### src/rtl/tube_display_controller.sv
`default_nettype none
// tube_display_controller: latches CPU tube writes and scans them onto an
// 8-digit common-anode seven-segment display.  Rev 1.0
module tube_display_controller #(
  parameter int SCAN_DIVIDER = 100000
) (
  input  logic        iCpuClock,
  input  logic        iCpuReset,
  input  logic        iDoTubeWrite,
  input  logic [1:0]  iTubeAddress,
  input  logic [15:0] iTubeDataToWrite,
  output logic [7:0]  oSegment,
  output logic [7:0]  oDigitSelect,
  output logic [2:0]  oScanIndex
);

  localparam int              CNT_W    = $clog2(SCAN_DIVIDER);
  localparam logic [CNT_W-1:0] CNT_LAST = CNT_W'(SCAN_DIVIDER - 1);

  logic [15:0]      data_low_q, data_low_d;
  logic [15:0]      data_high_q, data_high_d;
  logic [7:0]       enable_q, enable_d;
  logic [7:0]       dp_q, dp_d;
  logic [CNT_W-1:0] cnt_q, cnt_d;
  logic [2:0]       idx_q, idx_d;
  logic [7:0]       seg_q, seg_d;
  logic [7:0]       sel_q, sel_d;
  logic [31:0]      digits;
  logic [3:0]       nibble;

  function automatic logic [6:0] hex7(input logic [3:0] n);
    logic [6:0] p;
    case (n)
      4'h0: p = 7'h40;  4'h1: p = 7'h79;  4'h2: p = 7'h24;  4'h3: p = 7'h30;
      4'h4: p = 7'h19;  4'h5: p = 7'h12;  4'h6: p = 7'h02;  4'h7: p = 7'h78;
      4'h8: p = 7'h00;  4'h9: p = 7'h10;  4'hA: p = 7'h08;  4'hB: p = 7'h03;
      4'hC: p = 7'h46;  4'hD: p = 7'h21;  4'hE: p = 7'h06;  default: p = 7'h0E;
    endcase
    return p;
  endfunction

  assign digits = {data_high_q, data_low_q};
  assign nibble = digits[{idx_q, 2'b00} +: 4];

  always_comb begin
    data_low_d  = data_low_q;
    data_high_d = data_high_q;
    enable_d    = enable_q;
    dp_d        = dp_q;
    if (iDoTubeWrite) begin
      case (iTubeAddress)
        2'd0:    data_low_d  = iTubeDataToWrite;
        2'd1:    data_high_d = iTubeDataToWrite;
        2'd2:    enable_d    = iTubeDataToWrite[7:0];
        default: dp_d        = iTubeDataToWrite[7:0];
      endcase
    end

    if (cnt_q == CNT_LAST) begin
      cnt_d = '0;
      idx_d = idx_q + 3'd1;
    end else begin
      cnt_d = cnt_q + CNT_W'(1);
      idx_d = idx_q;
    end

    // Outputs follow the current index/registers, so they trail them by one edge.
    if (enable_q[idx_q]) begin
      sel_d = ~(8'b1 << idx_q);
      seg_d = {~dp_q[idx_q], hex7(nibble)};
    end else begin
      sel_d = 8'hFF;
      seg_d = 8'hFF;
    end
  end

  always_ff @(posedge iCpuClock or negedge iCpuReset) begin
    if (!iCpuReset) begin
      data_low_q  <= 16'h0000;
      data_high_q <= 16'h0000;
      enable_q    <= 8'hFF;
      dp_q        <= 8'h00;
      cnt_q       <= '0;
      idx_q       <= 3'd0;
      seg_q       <= 8'hFF;
      sel_q       <= 8'hFF;
    end else begin
      data_low_q  <= data_low_d;
      data_high_q <= data_high_d;
      enable_q    <= enable_d;
      dp_q        <= dp_d;
      cnt_q       <= cnt_d;
      idx_q       <= idx_d;
      seg_q       <= seg_d;
      sel_q       <= sel_d;
    end
  end

  assign oSegment     = seg_q;
  assign oDigitSelect = sel_q;
  assign oScanIndex   = idx_q;

endmodule
`default_nettype wire

### config.mk
export PLATFORM = sky130hd
export DESIGN_NAME = tube_display_controller
export DESIGN_NICKNAME = d
export VERILOG_FILES = /design/src/rtl/tube_display_controller.sv
export SDC_FILE = /design/constraint.sdc
export NUM_CORES = 1
export LEC_CHECK = 0
export ABC_AREA = 1
export BUFFER_PORTS_ARGS = -buffer_cell sky130_fd_sc_hd__buf_2
export CAP_MARGIN = 30
export CORE_AREA = 2 2 106 108
export CTS_BUF_LIST = sky130_fd_sc_hd__clkbuf_16
export CTS_CLUSTER_SIZE = 12
export DETAILED_ROUTE_END_ITERATION = 10
export DIE_AREA = 0 0 108 110
export HOLD_SLACK_MARGIN = 0.06
export PLACE_DENSITY = 0.58
export SLEW_MARGIN = 5
export SYNTH_ARGS = -nofsm -noshare
export SYNTH_HDL_FRONTEND = slang
export SYNTH_SLANG_ARGS = --single-unit
### constraint.sdc
create_clock -name iCpuClock -period 1.7 [get_ports iCpuClock]
set_input_delay 0 -clock iCpuClock [delete_from_list [all_inputs] [get_ports iCpuClock]]
set_output_delay 0 -clock iCpuClock [all_outputs]
set_load 0.01 [all_outputs]
==> reports/qor.csv <==
stage,metric,value,unit
drt,Via-to-Cell Ratio,4.802,
drt,"antenna viol nets, final",0,
worst_setup_path,CP Buf/Inv Count,3,
yosys,"count leader, synth",nand2_1,
yosys,Synth Area in Compound Gates,9.166,%
yosys,mux contribution to synthesized area,0,%
timing,highest clock rate,0.5879,GHz
timing,relative slew slack,65.14,%
placement,Port Buffers,39,
worst_setup_path,arrival time worst endpoint,1960,ps
cts,clock sinks,84,
worst_setup_path,Critical Path RT,1960,ps
cts,H-tree Lvls,3,
grt,largest net degree at the start of global routing,39,
worst_setup_path,CP top delay family,simple AND/OR/NAND/NOR gates,
power_and_ir_drop,total power,4.897,mW
drt,DRC errors left,0,
timing,Min Hold Slack,132.6,ps
yosys,commonest cells in the netlist,"nand2_1 (131), inv_1 (70), dfrtp_1 (60), o21ai_0 (60), nand3_1 (44)",
drt,initial DRC count,194,
die,Initial Utilization,39.56,%
run,Max-Cap Viols,0,
placement,pre-CTS setup slack,-24.63,ps
power_and_ir_drop,Lkg Pwr,2.602,nW
yosys,largest cells by area after synthesis,"dfrtp_1 (35%), dfstp_2 (15%), nand2_1 (12%)",
drt,first drt pass iteration count,4,
worst_setup_path,CP most frequent cell,nand2_1,
placement,DP Area,0.004712,sq mm
grt,All-Layer GR Usage,17.58,%
yosys,post-synthesis cell count,505,
status,status,"finished, violations left",
yosys,Post-synth EDFFs,0,
die,Die Y,110,um
grt,first-pass GRT wire length,16.10,mm
status,failing checks,setup timing,
cts,clk_lat worst skew,340,ps
die,Top Ports,40,
grt,vias in the first global route,3320,
cells_and_area,Antenna Cells,0,
yosys,simple-gate portion of the synthesized area,25.19,%
placement,RePlAce Congestion,0.8883,
yosys,register area share after synthesis,50.38,%
yosys,Async SR Flop Fraction,100.0,%
power_and_ir_drop,pwr dens,919.7,mW/mm^2
power_and_ir_drop,Peak VDD IR,418.2,uV
drt,vias post-DR,3501,
cells_and_area,Non-Filler Instances,729,
drt,final WL,9.547,mm
grt,total gr overflow,0,
timing,Worst-Margin Slew,521.5,ps
cts,Clock transition at path regs,60,ps
worst_setup_path,slowest CP cell,dfrtp_2,
yosys,#FFs+latches synth,84,
yosys,Synth Area in XOR/XNOR,1.863,%
cells_and_area,fill cell count,1008,
cells_and_area,Final Instance Area,0.005325,sq mm
worst_setup_path,crit path kind,register to register,
cells_and_area,P&R area growth vs syn,25.84,%
yosys,Synth Warn #,0,
placement,placed insts,686,
timing,Final Skew,7.208,ps
worst_setup_path,crit end category,register,
worst_setup_path,crit-path cells,"buf_12, nand2_1, nand3_1, nand2_1, nand2_1, nand2_2, inv_4, buf_4, ha_2, nand2_1, nand2_1, nand2_1, nand3_1",
yosys,Synth Area in Adders,3.844,%
cts,CTS tree,yes,
cts,Root Buffer Master,clkbuf_16,
cells_and_area,layout cells sized above 1,25.98,%
worst_setup_path,"critical path fanouts, max",8,
yosys,Yosys top cell area share,35.48,%
yosys,Mapped Nets,539,
placement,DP HPWL,6.730,mm
worst_setup_path,Crit path largest cell delay,440,ps
cells_and_area,final core occ,49.78,%
timing,Setup WS post-layout,-0.8804,ps
yosys,Syn Area/Cell,8.379,sq um
timing,period utilization,100.1,%
cells_and_area,fin nets,618,
die,core area,0.01070,sq mm
cts,total CTS buffers,9,
yosys,largest family of logic cells by synthesized area,simple AND/OR/NAND/NOR gates,
yosys,Cell variety after synth,33,
worst_setup_path,CP startpoint kind,register,
timing,Fin Setup TNS,-0.8804,ps
timing,Pins Over Slew Limit,0,
min_path,worst min path class,input port to async pin,
yosys,Mapped Area,0.004232,sq mm
yosys,Synth Flop Type,dfrtp_1,
die,Site Rows,38,
timing,RSZ-0062 raised after global routing,true,
timing,Tmin final,1701,ps
timing,Setup Viol. Count Final,1,
cts,clk buf depth,2,
timing,Fin. Hold Viols,0,
grt,antenna violations before repair,0,
drt,Routed wire per std cell,13.10,um
yosys,Yosys top cell by area,dfrtp_1,
die,Die ar.,0.01188,sq mm
die,die width,108,um
power by group:
group	total (mW)	switching (mW)	leakage [nW]	internal, mW
clock network	1.70	0.739	0.139	0.960
logic	0.818	0.478	1.45	0.340
registers	2.38	0.109	1.01	2.27
total	4.90	1.33	2.60	3.57
timing repair:
item                                    in CTS  in global routing
setup buffers                                2                  6
pin swaps                                    2                 18
gates resized for setup                      0                 21
hold buffers                                17                  0
hold endpoints to repair                   124                  0
endpoints found under the setup margin       5                  9
gates cloned                                 0                  2
cell type report:
class | count | area, sq um | area share [%]
flip-flops and latches | 84 | 2133 | 40.06
inverters | 76 | 301.5 | 5.663
multi-input cells | 329 | 1824 | 34.26
repair buffers | 83 | 625.6 | 11.75
clock buffers | 9 | 225.2 | 4.229
repair inverters | 1 | 8.758 | 0.1645
clock inverters | 7 | 31.28 | 0.5874
well taps | 140 | 175.2 | 3.289
cell families (layout without fill, tap and decap cells):
group                    after synthesis  in the layout
AND/OR/NAND/NOR                      234            234
buffers and inverters                 92            176
AO/OA/AOI/OAI                         73             73
flip-flops                            84             84
XOR/XNOR                               9              9
adder cells (fa/ha/maj)               13             13
state kept, by name, indices dropped and copies added (netlist names):
register	count
data_low_q	16
enable_q	8
oSegment	8
cnt_q	17
data_high_q	16
oDigitSelect	8
oScanIndex	3
dp_q	8
worst reg2reg max path, cell delays in order, from the launching register on:
cell and delay [ps]:
dfrtp_2 440, buf_12 160, nand2_1 60, nand3_1 90, nand2_1 80, nand2_1 70
nand2_2 140, inv_4 60, buf_4 130, ha_2 170, nand2_1 60, nand2_1 40
nand2_1 50, nand3_1 60
cells in the final DEF, fill, tap and decap left out, types with 10 or more instances in the layout:
cell           netlist  final
nor2_1              28     26
dfstp_2             24     24
o21ai_0             60     60
dlygate4sd3_1        0     17
buf_4                0     24
nand3_1             44     39
nand2_1            131    124
dfrtp_1             60     59
inv_1               70     73
clkbuf_16            0     10
buf_2                3     38
nand2_2              6     12
path summary, 6_finish.rpt:
| path | cells past startpoint | slack [ps] | endpoint | from |
|---|---|---|---|---|
| worst min-delay path | 2 | 130 | oScanIndex[2] | iCpuReset |
| worst min register to register | 1 | 440 | cnt_q[15] | cnt_q[16] |
| worst max register to register | 13 | -0.9 | oSegment[3] | oScanIndex[0] |
| worst max-delay path | 13 | -0.9 | oSegment[3] | oScanIndex[0] |
| min in group iCpuClock | 5 | 260 | data_high_q[1] | iTubeAddress[0] |
| max in group asynchronous | 3 | 910 | enable_q[3] | iCpuReset |
routing by layer:
metal	vias to the layer above	wire (um)	GRT usage (%)	share of wire [%]
met4	0	105	5.769	1.1
met2	68	4324	26.77	45
li1	1758	-	-	-
met5	-	0	0	0
met3	10	443	3.704	4.6
met1	1665	4672	25.09	49
Power figures use the tool's default switching activity.
